<file path="config.mk">
export PLATFORM = sky130hd
export DESIGN_NAME = tone_sequencer_flat
export DESIGN_NICKNAME = d
export VERILOG_FILES = /design/src/rtl/tone_seq_pkg.sv /design/src/rtl/tone_seq_if.sv /design/src/rtl/tone_seq_ram.sv /design/src/rtl/tone_sequencer.sv /design/src/flat_wrapper.sv
export SDC_FILE = /design/constraint.sdc
export NUM_CORES = 1
export LEC_CHECK = 0
export BUFFER_PORTS_ARGS = -buffer_cell sky130_fd_sc_hd__buf_2
export CORE_ASPECT_RATIO = 1.25
export CORE_MARGIN = 2
export CORE_UTILIZATION = 45
export DETAILED_ROUTE_END_ITERATION = 12
export GPL_TIMING_DRIVEN = 1
export PLACE_DENSITY = 0.64
export RECOVER_POWER = 25
export SLEW_MARGIN = 15
export SYNTH_ARGS = -nofsm -noshare
export SYNTH_HDL_FRONTEND = slang
export SYNTH_SLANG_ARGS = --single-unit
</file>
<file path="constraint.sdc">
create_clock -name clk -period 5.2 [get_ports clk]
set_input_delay 1.3 -clock clk [delete_from_list [all_inputs] [get_ports clk]]
set_output_delay 1.3 -clock clk [all_outputs]
set_load 0.05 [all_outputs]
</file>
<file path="src/rtl/tone_seq_pkg.sv">
// Shared types and entry layout for the tone pattern sequencer.
package tone_seq_pkg;
    typedef enum logic [1:0] {IDLE, NOTE, GAP} state_t;

    localparam int NOTE_W   = 4;
    localparam int ENTRY_W  = 5;
    localparam int REST_BIT = 4;

    localparam logic [ENTRY_W-1:0] REST_ENTRY = 5'b1_0000;
endpackage

</file>
<file path="src/rtl/tone_seq_if.sv">
// Control, pattern-write and playback signals of the tone sequencer.
interface tone_seq_if #(
    parameter int STEPS   = 16,
    parameter int TEMPO_W = 24
);
    localparam int AW = $clog2(STEPS);

    logic                             wr_en;
    logic [AW-1:0]                    wr_addr;
    logic [tone_seq_pkg::ENTRY_W-1:0] wr_data;
    logic [AW-1:0]                    len;
    logic [TEMPO_W-1:0]               tempo;
    logic                             loop;
    logic                             start;
    logic                             stop;
    logic [tone_seq_pkg::NOTE_W-1:0]  note;
    logic                             gate;
    logic [AW-1:0]                    step;
    logic                             busy;
    logic                             done;

    modport master (
        output wr_en, wr_addr, wr_data, len, tempo, loop, start, stop,
        input  note, gate, step, busy, done
    );

    modport slave (
        input  wr_en, wr_addr, wr_data, len, tempo, loop, start, stop,
        output note, gate, step, busy, done
    );
endinterface

</file>
<file path="src/rtl/tone_seq_ram.sv">
// Pattern store: STEPS x {rest, note}, one write port, one registered read port.
// Latency: read data valid the cycle after rd_en; a same-edge write returns the old entry.
// Backpressure: none, writes are accepted every cycle.
module tone_seq_ram
    import tone_seq_pkg::*;
#(
    parameter int STEPS = 16,
    parameter int AW    = $clog2(STEPS)
) (
    input  logic               clk,
    input  logic               reset,
    input  logic               wr_en,
    input  logic [AW-1:0]      wr_addr,
    input  logic [ENTRY_W-1:0] wr_data,
    input  logic               rd_en,
    input  logic [AW-1:0]      rd_addr,
    output logic [ENTRY_W-1:0] rd_data
);
    logic [ENTRY_W-1:0] mem [STEPS];

    always_ff @(posedge clk or posedge reset) begin
        if (reset) begin
            for (int i = 0; i < STEPS; i++) begin
                mem[i] <= REST_ENTRY;
            end
            rd_data <= REST_ENTRY;
        end else begin
            if (wr_en) begin
                mem[wr_addr] <= wr_data;
            end
            if (rd_en) begin
                rd_data <= mem[rd_addr];
            end
        end
    end
endmodule

</file>
<file path="src/rtl/tone_sequencer.sv">
// Steps a programmable note pattern at a programmable tempo, with a gate-low gap after each note.
// Latency: start sampled at edge 0 shows first note/gate/busy after edge 1; steps are gapless.
// Backpressure: none; start is ignored while busy, stop aborts immediately and wins over start.
module tone_sequencer
    import tone_seq_pkg::*;
#(
    parameter int STEPS      = 16,
    parameter int TEMPO_W    = 24,
    parameter int GAP_CYCLES = 1024
) (
    input logic       clk,
    input logic       reset,
    tone_seq_if.slave bus
);
    localparam int AW       = $clog2(STEPS);
    localparam int GAP_LOAD = (GAP_CYCLES > 0) ? GAP_CYCLES - 1 : 0;

    state_t             state_q, state_d;
    logic [TEMPO_W-1:0] cnt_q, cnt_d;
    logic [AW-1:0]      step_q, step_d;
    logic               fin_q, fin_d;
    logic               advance;
    logic               rd_en;
    logic [AW-1:0]      rd_addr;
    logic [ENTRY_W-1:0] rd_data;

    logic [NOTE_W-1:0]  note_q;
    logic               gate_q, busy_q, done_q;
    logic [AW-1:0]      step_out_q;

    tone_seq_ram #(.STEPS(STEPS), .AW(AW)) u_ram (
        .clk     (clk),
        .reset   (reset),
        .wr_en   (bus.wr_en),
        .wr_addr (bus.wr_addr),
        .wr_data (bus.wr_data),
        .rd_en   (rd_en),
        .rd_addr (rd_addr),
        .rd_data (rd_data)
    );

    // The FSM runs one cycle ahead of the outputs so the entry read has time to land.
    always_comb begin
        state_d = state_q;
        cnt_d   = cnt_q;
        step_d  = step_q;
        fin_d   = 1'b0;
        advance = 1'b0;
        rd_en   = 1'b0;
        rd_addr = step_q;
        unique case (state_q)
            IDLE: begin
                if (bus.start && !busy_q) begin
                    state_d = NOTE;
                    cnt_d   = bus.tempo;
                    step_d  = '0;
                    rd_en   = 1'b1;
                    rd_addr = '0;
                end
            end
            NOTE: begin
                if (cnt_q != '0) begin
                    cnt_d = cnt_q - 1'b1;
                end else if (GAP_CYCLES > 0) begin
                    state_d = GAP;
                    cnt_d   = TEMPO_W'(GAP_LOAD);
                end else begin
                    advance = 1'b1;
                end
            end
            GAP: begin
                if (cnt_q != '0) begin
                    cnt_d = cnt_q - 1'b1;
                end else begin
                    advance = 1'b1;
                end
            end
            default: state_d = IDLE;
        endcase

        if (advance) begin
            if (step_q >= bus.len && !bus.loop) begin
                state_d = IDLE;
                fin_d   = 1'b1;
            end else begin
                step_d  = (step_q >= bus.len) ? '0 : step_q + 1'b1;
                state_d = NOTE;
                cnt_d   = bus.tempo;
                rd_en   = 1'b1;
                rd_addr = step_d;
            end
        end

        if (bus.stop) begin
            state_d = IDLE;
            fin_d   = 1'b0;
            rd_en   = 1'b0;
        end
    end

    always_ff @(posedge clk or posedge reset) begin
        if (reset) begin
            state_q <= IDLE;
            cnt_q   <= '0;
            step_q  <= '0;
            fin_q   <= 1'b0;
        end else begin
            state_q <= state_d;
            cnt_q   <= cnt_d;
            step_q  <= step_d;
            fin_q   <= fin_d;
        end
    end

    always_ff @(posedge clk or posedge reset) begin
        if (reset) begin
            note_q     <= '0;
            gate_q     <= 1'b0;
            busy_q     <= 1'b0;
            done_q     <= 1'b0;
            step_out_q <= '0;
        end else if (bus.stop) begin
            note_q <= '0;
            gate_q <= 1'b0;
            busy_q <= 1'b0;
            done_q <= 1'b0;
        end else begin
            busy_q     <= (state_q != IDLE);
            done_q     <= fin_q;
            step_out_q <= step_q;
            if (state_q != IDLE) begin
                note_q <= rd_data[NOTE_W-1:0];
                gate_q <= (state_q == NOTE) && !rd_data[REST_BIT];
            end else begin
                note_q <= '0;
                gate_q <= 1'b0;
            end
        end
    end

    assign bus.note = note_q;
    assign bus.gate = gate_q;
    assign bus.busy = busy_q;
    assign bus.done = done_q;
    assign bus.step = step_out_q;
endmodule

</file>
<file path="src/flat_wrapper.sv">
// flat-port wrapper written by rule: the top's interface ports become plain ports
module tone_sequencer_flat import tone_seq_pkg::*;
#(
    parameter int STEPS      = 16,
    parameter int TEMPO_W    = 24,
    parameter int GAP_CYCLES = 1024
)
  (clk, reset, bus_wr_en, bus_wr_addr, bus_wr_data, bus_len, bus_tempo, bus_loop, bus_start, bus_stop, bus_note, bus_gate, bus_step, bus_busy, bus_done);
  tone_seq_if #(.STEPS(STEPS), .TEMPO_W(TEMPO_W)) bus_i ();
  input logic clk;
  input logic reset;
  input wire logic [$bits(bus_i.wr_en)-1:0] bus_wr_en;
  input wire logic [$bits(bus_i.wr_addr)-1:0] bus_wr_addr;
  input wire logic [$bits(bus_i.wr_data)-1:0] bus_wr_data;
  input wire logic [$bits(bus_i.len)-1:0] bus_len;
  input wire logic [$bits(bus_i.tempo)-1:0] bus_tempo;
  input wire logic [$bits(bus_i.loop)-1:0] bus_loop;
  input wire logic [$bits(bus_i.start)-1:0] bus_start;
  input wire logic [$bits(bus_i.stop)-1:0] bus_stop;
  output wire logic [$bits(bus_i.note)-1:0] bus_note;
  output wire logic [$bits(bus_i.gate)-1:0] bus_gate;
  output wire logic [$bits(bus_i.step)-1:0] bus_step;
  output wire logic [$bits(bus_i.busy)-1:0] bus_busy;
  output wire logic [$bits(bus_i.done)-1:0] bus_done;
  assign bus_i.wr_en = bus_wr_en;
  assign bus_i.wr_addr = bus_wr_addr;
  assign bus_i.wr_data = bus_wr_data;
  assign bus_i.len = bus_len;
  assign bus_i.tempo = bus_tempo;
  assign bus_i.loop = bus_loop;
  assign bus_i.start = bus_start;
  assign bus_i.stop = bus_stop;
  assign bus_note = bus_i.note;
  assign bus_gate = bus_i.gate;
  assign bus_step = bus_i.step;
  assign bus_busy = bus_i.busy;
  assign bus_done = bus_i.done;
  tone_sequencer #(.STEPS(STEPS), .TEMPO_W(TEMPO_W), .GAP_CYCLES(GAP_CYCLES)) u_core (.clk(clk), .reset(reset), .bus(bus_i));
endmodule
</file>
==> key figures <==
Synth
  – Synth Cell Area: just under 7000 µm²
  – Register area share after synthesis: a little under half
  – Post-Synthesis Cells: roughly 650
  – Synth Warn #: 0
  – Post-synth EDFFs: 0
  – Synth Flop Type: dfrtp_1
  – Syn Area/Cell: roughly 11 µm²
  – Post-Syn Nets: 703
  – Synthesis-stage register bit count: 127
  – Fraction of registers with async set/reset: 100%
  – Post-synth cell types: 68

Floorplanning
  – Core outline area: around 15000 µm²
  – Top Ports: 54
  – Initial Util: between 40% and 50%
  – Die X: about 110 µm
  – Site Rows: 50
  – Die H: ~140 µm
  – Die ar.: 16300 µm²

Clocking
  – Sink Count: 127
  – CTS clk-pin slew, worst paths: ~0.06 ns
  – CTS tree: yes
  – Resized Gates After CTS: 0
  – Post-CTS Setup Bufs: 0
  – Clock Tree Buf Depth: 2
  – CTS root buf: clkbuf_16
  – Hold-fix buffers, CTS: 0
  – CTS buffer count: 17
  – Skew-Pair Late Insertion Delay: ~0.43 ns
  – H-tree depth: 4

Route
  – Total number of vias: 5415
  – Vias per Instance: between 6 and 7
  – DRT iter0 DRCs: 404
  – WL final: between 15 and 20 mm
  – Pre-antenna DRT Iters: 5
  – Residual DRC count: 0
  – Final ANT Viol Nets: 0
  – Routed length per placed instance: a little over 20 µm

Final layout
  – Layout Cells excl Fill: 897
  – Most common cell after layout, fill and taps aside: dfrtp_1
  – Commonest cells after routing, fill and taps aside: dfrtp_1, mux2_2, nand2_1, buf_2
  – Register area: 3200 µm²
  – Filler Cells Inserted: between 1000 and 1500
  – # nets final: 752
  – Multi-input gate area: around 3500 µm²
  – Final core occ: 52.6%
  – Share of layout cells above drive strength 1: between 20 and 30%
  – Antenna diode count: 0
  – Area grow syn2layout: 14.1%

Timing
  – Final hold vios: 0
  – Final worst path period share: 69.7%
  – RSZ-0062 raised after global routing: no
  – Final min period: 3.63 ns
  – Worst slew margin: -56.3%
  – Fin Clk Skew: 0.0103 ns
  – Max Clk Rate: 0.276 GHz
  – Worst slew pin tran: about 2.3 ns
  – Pins Over Slew Limit: 51
  – Count of final setup violators: 0
  – Setup TNS Final: 0 ns

Critical path
  – CP Launch Point: u_core.cnt_q[0]
  – Crit path kind: flip-flop to flip-flop
  – Reg-to-reg startpoint: u_core.cnt_q[0]
  – Reg2reg setup slack: 1.57 ns
  – Critical Path Fanout Max: 21
  – WP data arrival: 3.96 ns
  – Startpoint Class: flip-flop
  – Crit path capture type: flip-flop
  – CP Data Required Time: approximately 5.5 ns

Power and ir drop
  – Sw Ratio: a little under a third
  – Combinational Power Share: a little under a fifth
  – Peak supply drop: around 0.22 mV
  – Leakage power: approximately 3.3 nW
  – Pint: between 2 and 2.5 mW
  – Clock power share: a little over a third
  – Seq pwr share: a little under half
  – NetSw: ~0.91 mW
  – Pwr Density: roughly 380 nW/µm²

Place
  – Post-DP HPWL: approximately 13 mm
  – Gpl congestion: 0.898
  – I/O Buffers: 53
  – Post-Place Cells: 865

Global route
  – First-pass GRT wire length: between 20 and 30 mm
  – Vias in the first global route: between 5000 and 6000
  – Pin count of the biggest net entering global routing: a little over 50
  – Gr usage total: between 20% and 30%
  – Congestion Overflow GR: 0
  – Initial antenna violation count: 0

Min path
  – Hold_sp: u_core.fin_q
  – Hold Path Class: flip-flop to flip-flop

Run
  – Max-cap violation count: 1

Status
  – Status: finished, violations left
  – Failing checks: max-capacitance violations, max-slew violations
power groups by stage:
stage,registers [mW],logic [mW],clock network (mW)
final,1.37,0.547,1.10
after global routing,1.39,0.608,1.17
after CTS,1.36,0.549,1.12
after detailed placement,1.38,0.546,0
after global placement,1.37,0.525,0
after floorplan,1.33,0.420,0
Yosys cell counts (3+ instances only):
master	count	area, µm²
a21oi_1	39	195
a221o_1	5	50.1
a22o_1	3	26.3
a22oi_1	6	45.0
a31oi_1	3	18.8
a32o_1	3	30.0
a32oi_1	3	26.3
and2_1	6	37.5
buf_2	3	15.0
buf_6	4	45.0
clkbuf_1	24	90.1
dfrtp_1	110	2750
dfstp_2	17	447
ha_1	7	87.6
inv_1	14	52.6
mux2_2	89	1000
mux2i_1	36	360
nand2_1	67	251
nand2b_1	10	62.6
nand3_1	10	50.1
nand4_1	5	31.3
nor2_1	39	146
nor2b_1	12	75.1
nor3_1	14	70.1
nor4_1	5	31.3
nor4b_1	3	26.3
o2111ai_1	4	35.0
o211ai_1	7	52.6
o21ai_0	35	175
o21ai_1	4	20.0
o22ai_1	7	43.8
or3_1	9	56.3
xnor2_1	3	26.3
through the flow:
stage	hold WS (ns)	total power, mW	cell area [µm²]	worst slack (ns)
6_report	0.469	3.02	7860	1.57
5_1_grt	0.477	3.17	7860	1.42
4_1_cts	0.472	3.04	7870	1.62
3_5_place_dp	0.458	1.92	7310	1.21
3_3_place_gp	0.465	1.90	7310	1.16
2_1_floorplan	0.439	1.75	6890	0.544
worst paths after layout:
check,endpoint,cells after the start
setup / recovery,u_core.u_ram.rd_data[4],10
hold / removal,u_core.bus.done,1
setup reg to reg,u_core.u_ram.rd_data[4],10
hold reg to reg,u_core.bus.done,1
max in group asynchronous,u_core.u_ram.mem[64],3
min in group asynchronous,u_core.cnt_q[3],2
critical path, cell delays in order (launching register included):
cell	delay, ns
dfrtp_1	0.42
inv_1	0.10
ha_1	0.20
or4b_1	0.66
nor3_1	0.57
o2111ai_1	0.31
o21ai_2	0.12
buf_4	0.34
mux2_2	0.39
o21ai_0	0.28
o211ai_1	0.15
flip-flops by register name (all words and copies together) (netlist names):
name	count
u_core.state_q	2
u_core.bus.step	4
u_core.bus.note	4
u_core.cnt_q	24
u_core.bus.busy	1
u_core.bus.done	1
u_core.fin_q	1
u_core.bus.gate	1
u_core.u_ram.rd_data	5
u_core.u_ram.mem	80
u_core.step_q	4
final cells by class:
class                   instances  area share (%)
flip-flops and latches        127            40.7
well taps                     182            2.90
inverters                      15           0.732
repair buffers                 63            4.28
clock buffers                  17            5.41
multi-input cells             478            44.3
clock inverters                15            1.64
per-layer routing:
| layer | global-route usage (%) | wire (µm) | vias to the layer above |
|---|---|---|---|
| li1 | - | - | 2505 |
| met1 | 27.0 | 7350 | 2729 |
| met2 | 41.5 | 9630 | 148 |
| met3 | 4.47 | 613 | 33 |
| met4 | 9.56 | 476 | 0 |
| met5 | 0 | 0 | - |
cell families (layout without fill, tap and decap cells):
logic type,count (synthesis),in the layout,synth area share (%)
compound gates,141,141,13.4
xor+xnor,5,5,0.636
fa+ha+maj,8,8,1.42
buf+inv,48,110,3.16
flops,127,127,46.4
mux,128,128,20.5
simple gates,196,196,14.4
Note: power is estimated with default switching activity, not from simulation.
